File: config.mk
export PLATFORM = sky130hd
export DESIGN_NAME = cpu_core_param
export DESIGN_NICKNAME = d
export VERILOG_FILES = /design/src/rtl/cpu_core_param.sv
export SDC_FILE = /design/constraint.sdc
export NUM_CORES = 1
export LEC_CHECK = 0
export ABC_AREA = 1
export CORE_MARGIN = 2
export CORE_UTILIZATION = 33
export CTS_CLUSTER_DIAMETER = 120
export DETAILED_ROUTE_END_ITERATION = 10
export GPL_TIMING_DRIVEN = 1
export HOLD_SLACK_MARGIN = 0.06
export PLACE_DENSITY = 0.55
export SYNTH_ARGS = -nofsm -noshare
export SYNTH_HDL_FRONTEND = slang
export SYNTH_SLANG_ARGS = --single-unit
File: constraint.sdc
create_clock -name clk -period 8.6 [get_ports clk]
set_clock_uncertainty 0.15 [all_clocks]
set_input_delay 0.86 -clock clk [delete_from_list [all_inputs] [get_ports clk]]
set_output_delay 0.86 -clock clk [all_outputs]
set_load 0.02 [all_outputs]
File: src/rtl/cpu_core_param.sv
// rtl/cpu_core_param.sv - parametrised multi-cycle CPU core with a shared wait-state memory port
module cpu_core_param #(
    parameter int DATA_W = 16,
    parameter int ADDR_W = 16,
    parameter int NREGS = 16,
    parameter logic [ADDR_W-1:0] RESET_PC = '0
) (
    input  logic              clk,
    input  logic              reset,
    output logic              mem_req,
    output logic              mem_we,
    output logic [ADDR_W-1:0] mem_addr,
    output logic [DATA_W-1:0] mem_wdata,
    input  logic [DATA_W-1:0] mem_rdata,
    input  logic              mem_ready,
    output logic [ADDR_W-1:0] pc,
    output logic [4:0]        flags,
    output logic [DATA_W-1:0] alu_out,
    output logic              halted
);
    localparam int MSB = DATA_W - 1;

    typedef enum logic [2:0] {
        S_FETCH,
        S_DECODE,
        S_EXEC,
        S_MEM,
        S_HALT
    } state_t;

    state_t state, state_next;

    logic [15:0]       ir;
    logic [ADDR_W-1:0] pc_q, ir_pc;
    logic [DATA_W-1:0] regs [16];
    logic [DATA_W-1:0] d_val, s_val;
    logic [4:0]        flags_q;
    logic [DATA_W-1:0] alu_q;

    logic [3:0] op, rd, ext, rs, alu_code;
    logic [7:0] imm8;
    logic       is_load, is_stor, is_jump, is_branch, is_halt;

    assign op   = ir[15:12];
    assign rd   = ir[11:8];
    assign ext  = ir[7:4];
    assign rs   = ir[3:0];
    assign imm8 = ir[7:0];

    assign is_load   = (op == 4'h4) && (ext == 4'h0);
    assign is_stor   = (op == 4'h4) && (ext == 4'h4);
    assign is_jump   = (op == 4'h4) && (ext == 4'hC);
    assign is_branch = (op == 4'hC);
    assign is_halt   = (op == 4'hF);
    // R-type ext codes reuse the immediate opcodes, so one ALU decode serves both
    assign alu_code  = (op == 4'h0) ? ext : op;

    // Register-sourced addresses take the low ADDR_W bits, zero-padded if DATA_W < ADDR_W
    logic [ADDR_W+DATA_W-1:0] s_ext;
    logic [ADDR_W-1:0]        s_addr;
    assign s_ext  = {{ADDR_W{1'b0}}, s_val};
    assign s_addr = s_ext[ADDR_W-1:0];

    logic unused_bits;
    assign unused_bits = ^{s_ext, mem_rdata};

    logic [DATA_W:0]   sum, diff;
    logic [DATA_W-1:0] alu_res;
    logic              carry, ovf, alu_wb, alu_flags;

    always_comb begin
        sum       = {1'b0, d_val} + {1'b0, s_val};
        diff      = {1'b0, d_val} - {1'b0, s_val};
        alu_res   = '0;
        carry     = 1'b0;
        ovf       = 1'b0;
        alu_wb    = 1'b0;
        alu_flags = 1'b0;
        case (alu_code)
            4'h5: begin
                alu_res   = sum[DATA_W-1:0];
                carry     = sum[DATA_W];
                ovf       = (d_val[MSB] == s_val[MSB]) && (alu_res[MSB] != d_val[MSB]);
                alu_wb    = 1'b1;
                alu_flags = 1'b1;
            end
            4'h9, 4'hB: begin
                alu_res   = diff[DATA_W-1:0];
                carry     = diff[DATA_W];
                ovf       = (d_val[MSB] != s_val[MSB]) && (alu_res[MSB] != d_val[MSB]);
                alu_wb    = (alu_code == 4'h9);
                alu_flags = 1'b1;
            end
            4'hD: begin alu_res = s_val;         alu_wb = 1'b1; end
            4'h1: begin alu_res = d_val & s_val; alu_wb = 1'b1; end
            4'h2: begin alu_res = d_val | s_val; alu_wb = 1'b1; end
            4'h3: begin alu_res = d_val ^ s_val; alu_wb = 1'b1; end
            default: ;
        endcase
    end

    logic cond_true;
    always_comb begin
        cond_true = 1'b0;
        case (rd)
            4'd0:  cond_true = flags_q[3];
            4'd1:  cond_true = !flags_q[3];
            4'd2:  cond_true = flags_q[0];
            4'd3:  cond_true = !flags_q[0];
            4'd4:  cond_true = flags_q[1];
            4'd5:  cond_true = !flags_q[1];
            4'd6:  cond_true = flags_q[4];
            4'd7:  cond_true = !flags_q[4];
            4'd8:  cond_true = flags_q[2];
            4'd9:  cond_true = !flags_q[2];
            4'd14: cond_true = 1'b1;
            default: cond_true = 1'b0;
        endcase
    end

    logic              take_pc;
    logic [ADDR_W-1:0] target;
    assign take_pc = (is_branch || is_jump) && cond_true;
    assign target  = is_jump ? s_addr : ir_pc + {{(ADDR_W-8){imm8[7]}}, imm8};

    logic              wr_en;
    logic [DATA_W-1:0] wr_data;
    assign wr_en   = ((state == S_EXEC) && alu_wb) || ((state == S_MEM) && is_load && mem_ready);
    assign wr_data = (state == S_MEM) ? mem_rdata : alu_res;

    always_comb begin
        state_next = state;
        case (state)
            S_FETCH:  if (mem_ready) state_next = S_DECODE;
            S_DECODE: state_next = S_EXEC;
            S_EXEC: begin
                if (is_load || is_stor) state_next = S_MEM;
                else if (is_halt)       state_next = S_HALT;
                else                    state_next = S_FETCH;
            end
            S_MEM:    if (mem_ready) state_next = S_FETCH;
            S_HALT:   state_next = S_HALT;
            default:  state_next = S_FETCH;
        endcase
    end

    always_ff @(posedge clk) begin
        if (!reset) state <= S_FETCH;
        else        state <= state_next;
    end

    always_ff @(posedge clk) begin
        if (!reset) begin
            pc_q    <= RESET_PC;
            ir      <= '0;
            ir_pc   <= '0;
            d_val   <= '0;
            s_val   <= '0;
            flags_q <= '0;
            alu_q   <= '0;
            for (int i = 0; i < 16; i++) regs[i] <= '0;
        end else begin
            // Entries at or above NREGS are never written and so always read as zero
            for (int i = 0; i < 16; i++) begin
                if (wr_en && (i < NREGS) && (rd == 4'(i))) regs[i] <= wr_data;
            end
            case (state)
                S_FETCH: begin
                    if (mem_ready) begin
                        ir    <= mem_rdata[15:0];
                        ir_pc <= pc_q;
                        pc_q  <= pc_q + ADDR_W'(1);
                    end
                end
                S_DECODE: begin
                    d_val <= regs[rd];
                    if ((op == 4'h0) || (op == 4'h4))
                        s_val <= regs[rs];
                    else if ((op == 4'h5) || (op == 4'h9) || (op == 4'hB))
                        s_val <= {{(DATA_W-8){imm8[7]}}, imm8};
                    else
                        s_val <= {{(DATA_W-8){1'b0}}, imm8};
                end
                S_EXEC: begin
                    if (alu_flags) flags_q <= {$signed(d_val) < $signed(s_val), alu_res == '0, ovf, d_val < s_val, carry};
                    if (alu_wb || alu_flags) alu_q <= alu_res;
                    if (take_pc) pc_q <= target;
                end
                default: ;
            endcase
        end
    end

    assign mem_req   = reset && ((state == S_FETCH) || (state == S_MEM));
    assign mem_we    = reset && (state == S_MEM) && is_stor;
    assign mem_addr  = (state == S_MEM) ? s_addr : pc_q;
    assign mem_wdata = d_val;
    assign pc        = pc_q;
    assign flags     = flags_q;
    assign alu_out   = alu_q;
    assign halted    = reset && (state == S_HALT);
endmodule
# [Yosys cells after proc, flatten, opt, wreduce, memory -nomap -nowiden]
# Memory sizes are Yosys's and may differ from the RTL's. A register that Yosys moved wholly into a read port is not among the register bits.
# Index checks and enable logic that the tools add are counted.
[totals] regBits=88 ram_bits=256 wordCells=218 memories=1
[memory_table] memory="regs" depth=16 word_bits=16 rd=2 rd_ports_with_merged_regs=2 write_ports=16 line="35" source="logic [DATA_W-1:0] regs [16];"
[classes] addsub=4 n_lt_le_gt_ge=2 n_eq_ne=41 mux=87 bitwise=19 n_reduce_logical=57
[ops] operator="two-way mux 16 bit" count=23
[ops] operator="case mux 16 bit (6 select lines)" count=1
[ops] operator="== test 4 bit, second input constant" count=16
[ops] operator="two-way mux 1 bit" count=50
[ops] operator="== test 4 x 3 -> 1 bit, second input constant" count=8
[ops] operator="< comparator 16 bit" count=2
[ops] operator="case mux 16 bit (2 select lines)" count=1
[ops] operator="logical AND 1 bit" count=29
[ops] operator="adder 16 x 16 -> 17 bit" count=1
[ops] operator="subtractor 16 x 16 -> 17 bit" count=1
[ops] operator="adder 16 x 1 -> 16 bit, second input constant" count=1
[ops] operator="adder 16 bit" count=1
[ops] operator="AND 16 bit" count=1
[ops] operator="== test 4 x 2 -> 1 bit, second input constant" count=4
[ops] operator="zero test 16 bit" count=1
[ops] operator="bitwise OR 1 bit" count=16
[ops] operator="bitwise OR 16 bit" count=1
[ops] operator="bitwise XOR 16 bit" count=1
[ops] operator="case mux 3 bit (5 select lines)" count=1
[ops] operator="zero test 4 bit" count=3
[ops] operator="two-way mux 3 bit" count=4
[ops] operator="two-way mux 4 bit" count=3
[ops] operator="case mux 1 bit (11 select lines)" count=1
[ops] operator="== test 4 x 1 -> 1 bit, second input constant" count=2
[ops] operator="other kinds (16)" count=38

# [Longest topological paths before layout]
[logic_depth] depth_word=12 depth_mapped=20

# [Least setup slack after synthesis]
# No wires, ideal clock.
[synth_timing] path_type="reg2reg" start="reg ir[15]" end="mem regs[11][0] (enable)" t_arrival_ns=2.581 t_required_ns=8.039 setup_slack_ns=5.458 path_stages_with_launch=12 n_path_buf=0 period_less_slack_ns=3.142 cell_sequence="dfxtp_1 > nor2_4 > nand3_2 > nand2_2 > nand2_1 > nand2_1 > nand2_1 > inv_2 > a31oi_4 > nor2_4 > inv_1 > o21ai_0"
[synth_rtl] item="start: declaration" line="33" source="logic [15:0] ir;"
[synth_rtl] item="start signal: assignment" line="170" source="ir <= mem_rdata[15:0];"
[synth_rtl] item="end: declaration" line="35"

# [Worst setup path after layout]
[layout_timing] start="in reset" end="out mem_we"
[layout_via] elab_chain_len=2
[layout_lines] item="start: declaration" line="9" source="input logic reset,"
[layout_lines] item="logical AND 1 bit (2 in a row)" line="195" source="assign mem_we = reset && (state == S_MEM) && is_stor;"
[layout_lines] item="end: declaration" line="11" source="output logic mem_we,"
# No other way between the ends.

==> metrics.md <==
| Metric | Value |
|---|---|
| Seq cells post-synth | 364 |
| Critical path capture point type | output port |
| Share of cells above drive strength 1 | 0.06631 |
| Asr flop ratio synth | 0 |
| Starting density of the core | 0.3352 |
| Nets | 2,691 |
| Final setup viols | 0 |
| VDD IR max | 0.1418 mV |
| Final Worst Setup Slack | 3753 ps |
| Synth-to-Final Area Change | 14.29% |
| Sequential share of the synthesized area | 0.4642 |
| CTS Root Cell | clkbuf_16 |
| Net count after synthesis | 2,687 |
| Worst-case clock buffer depth | 3 |
| Clock Latency Late Sink | 580 ps |
| Pleak | 9.256 nW |
| Total track usage | 0.2423 |
| Hpwl dp | 55,560 um |
| DRT iter0 DRCs | 2,354 |
| Die Y | 257.6 um |
| Top_reg_cell synth | edfxtp_1 |
| IO Port Bufs | 90 |
| Worst setup SP type | input port |
| Post-synth cell types | 57 |
| Mean Syn Cell Area | 8.165 um2 |
| Largest net degree at the start of global routing | 100 |
| Pre-CTS WS | 3773 ps |
| Total CTS buffers | 44 |
| Vias per inst | 5.739 |
| CP Max Fanout | 99 |
| CTS tree | yes |
| Ant. Diodes | 0 |
| Multi-input logic area | 9852 um2 |
| Postcts setup bufs | 0 |
| Max Slew Vio Count | 0 |
| Top Ports | 91 |
| Status | complete, no violations |
| Tcrit/Tclk final | 0.5636 |
| Vias in the first global route | 18,940 |
| Row Count | 92 |
| Fillers | 6,421 |
| Chip width | 257.6 um |
| Post-synth EDFFs | 256 |
| Mapped cell area | 21,220 um2 |
| Max Cap Viol | 0 |
| Routed Antenna Nets | 0 |
| DRT Pass-1 Iters | 6 |
| Resize count post-CTS | 0 |
| Die area | 66,350 um2 |
| Slew @ Worst Pin | 1213 ps |
| Final hold slack | 351.2 ps |
| Yosys Warn Count | 0 |
| # hold bufs at CTS | 0 |
| Core area | 63,310 um2 |
| Worst EP required | 7590 ps |
| Min-Delay Path Class | flop to flop |
| Worst EP arrival | 3840 ps |
| RSZ-0062 raised after global routing | false |
| Final min period | 4847 ps |
| Type of the worst setup path | input port to output port |
| Antenna violations before repair | 1 |
| Total Neg Setup Slack | 0 ps |
| Post-route DRC | 0 |
| Wire length per cell | 23.83 um |
| Final WL | 83,040 um |
| Reg area | 9853 um2 |
| First-pass GRT wire length | 122,300 um |
| Via count | 20,000 |
| Final hold vios | 0 |
| Fmax | 0.2063 GHz |
| Cells after Synth | 2,599 |
| Slew headroom | 0.1892 |
| Cell Pwr Density | 229.7 nW/um2 |
| GR Overflow Total | 0 |
| Finished Core Util | 0.3831 |
| Reg clk slew, reported paths | 50 ps |
| # clock sinks | 364 |
| RePlAce Congestion | 0.9670 |
| Htree depth | 2 |
-- layout make-up --
class / instances / area share
repair buffers: 118 / 0.04571
well taps: 846 / 0.04364
multi-input cells: 1840 / 0.4062
clock inverters: 25 / 0.01078
flip-flops and latches: 364 / 0.4063
clock buffers: 57 / 0.05081
inverters: 235 / 0.03658
-- cell usage in the layout (no fill, tap or decap), types with 4 or more instances in the layout --
cell             instances
nor3_1                  25
dfxtp_1                107
nor2_1                 417
nor2_4                   7
clkbuf_16               46
nand2_2                  6
xor2_1                  16
nor3_2                   4
o22ai_1                 13
o21ai_1                 16
edfxtp_1               256
a221oi_1                14
xnor2_1                  4
clkdlybuf4s50_1         89
nand4_1                  9
o21ai_2                  5
nor4_1                  11
inv_1                  201
nand2_1                339
nor2_2                   9
and2_1                   8
ha_1                    66
a211oi_1                 6
o211ai_1                43
o221ai_1                25
clkinv_2                12
bufinv_16                5
a21oi_1                195
inv_2                   27
clkbuf_1                 7
o21ai_0                279
clkinv_1                11
o21bai_1                 8
nand3b_1                 6
a22oi_1                127
buf_4                   29
nand3_1                143
clkbuf_8                 4
-- critical path: stages --
cell and delay [ps]:
buf_4 760, inv_1 90, buf_4 320, nor2_2 420, inv_1 200, nor3_1 380, clkdlybuf4s50_1 700
-- cells by family (layout without fill, tap and decap cells) --
logic type | after synthesis | count (layout) | share of synthesized area
and+or+nand+nor | 997 | 997 | 0.1991
adders and majority gates | 69 | 69 | 0.04175
xor gates and xnor gates | 20 | 20 | 0.008254
DFF | 364 | 364 | 0.4642
buffers and inverters | 395 | 435 | 0.07447
AOI/OAI and AO/OA | 754 | 754 | 0.2123
-- path summary, 6_finish.rpt --
| kind | startpoint | endpoint | slack, ps | cells after the start |
|---|---|---|---|---|
| setup / recovery | reset | mem_we | 3750 | 7 |
| hold / removal | alu_out[8]$_SDFFE_PN0P_ | alu_out[8]$_SDFFE_PN0P_ | 350 | 2 |
| setup reg to reg | ir[10]$_SDFFE_PN0P_ | pc[12]$_SDFFE_PN0P_ | 4250 | 11 |
| hold reg to reg | alu_out[8]$_SDFFE_PN0P_ | alu_out[8]$_SDFFE_PN0P_ | 350 | 2 |
-- synth_stat cells, types with 6 or more instances --
cell,number,area [um2]
nor2_2,8,50.05
xor2_1,16,140.1
a22oi_1,127,953.4
o21ai_1,16,80.08
inv_1,203,762.0
buf_2,29,145.1
nor3_2,6,60.06
dfxtp_1,108,2162
edfxtp_1,256,7687
o211ai_1,43,322.8
nor2_4,6,67.56
ha_1,66,825.8
o21ai_0,282,1411
a211oi_1,6,45.04
a21oi_1,195,975.9
and2_1,8,50.05
nor3_1,25,125.1
o21bai_1,8,60.06
inv_2,28,105.1
nor4_1,11,68.82
buf_4,8,60.06
nor2_1,419,1573
nand2_2,6,37.54
nand4_1,9,56.30
clkbuf_1,106,397.9
o221ai_1,25,219.0
nand2_1,339,1272
o22ai_1,13,81.33
nand3b_1,6,45.04
buf_1,12,45.04
nand3_1,143,715.7
a221oi_1,14,122.6
-- metrics by stage --
step                      power, mW  cell area (um2)  std cells
after CTS                     5.560            24250       3485
after floorplan               3.069            21220       2599
after global routing          5.802            24250       3485
after detailed placement      3.637            22760       3403
after global placement        3.621            22760       3403
final                         5.571            24250       3485
-- where the power goes --
group / leakage [nW] / switching [mW] / internal (mW)
sequential: 3.53 / 0.124 / 2.02
combinational: 4.99 / 1.08 / 0.422
clock: 0.734 / 0.768 / 1.16
total: 9.26 / 1.97 / 3.60
-- flip-flops by register name, summed over array words and instances (netlist names), named ones only --
register	flops
flags	5
s_addr	16
regs	256
mem_wdata	16
ir	16
pc	16
ir_pc	16
alu_out	16
state	3
-- per-layer routing --
layer / track usage / up-vias / share of wire
met2: 0.4027 / 1008 / 0.47
met5: 0 / - / 0.00016
met1: 0.3265 / 9765 / 0.41
li1: - / 9077 / -
met3: 0.03259 / 148 / 0.086
met4: 0.07771 / 2 / 0.030
(Power assumes the default switching activity.)
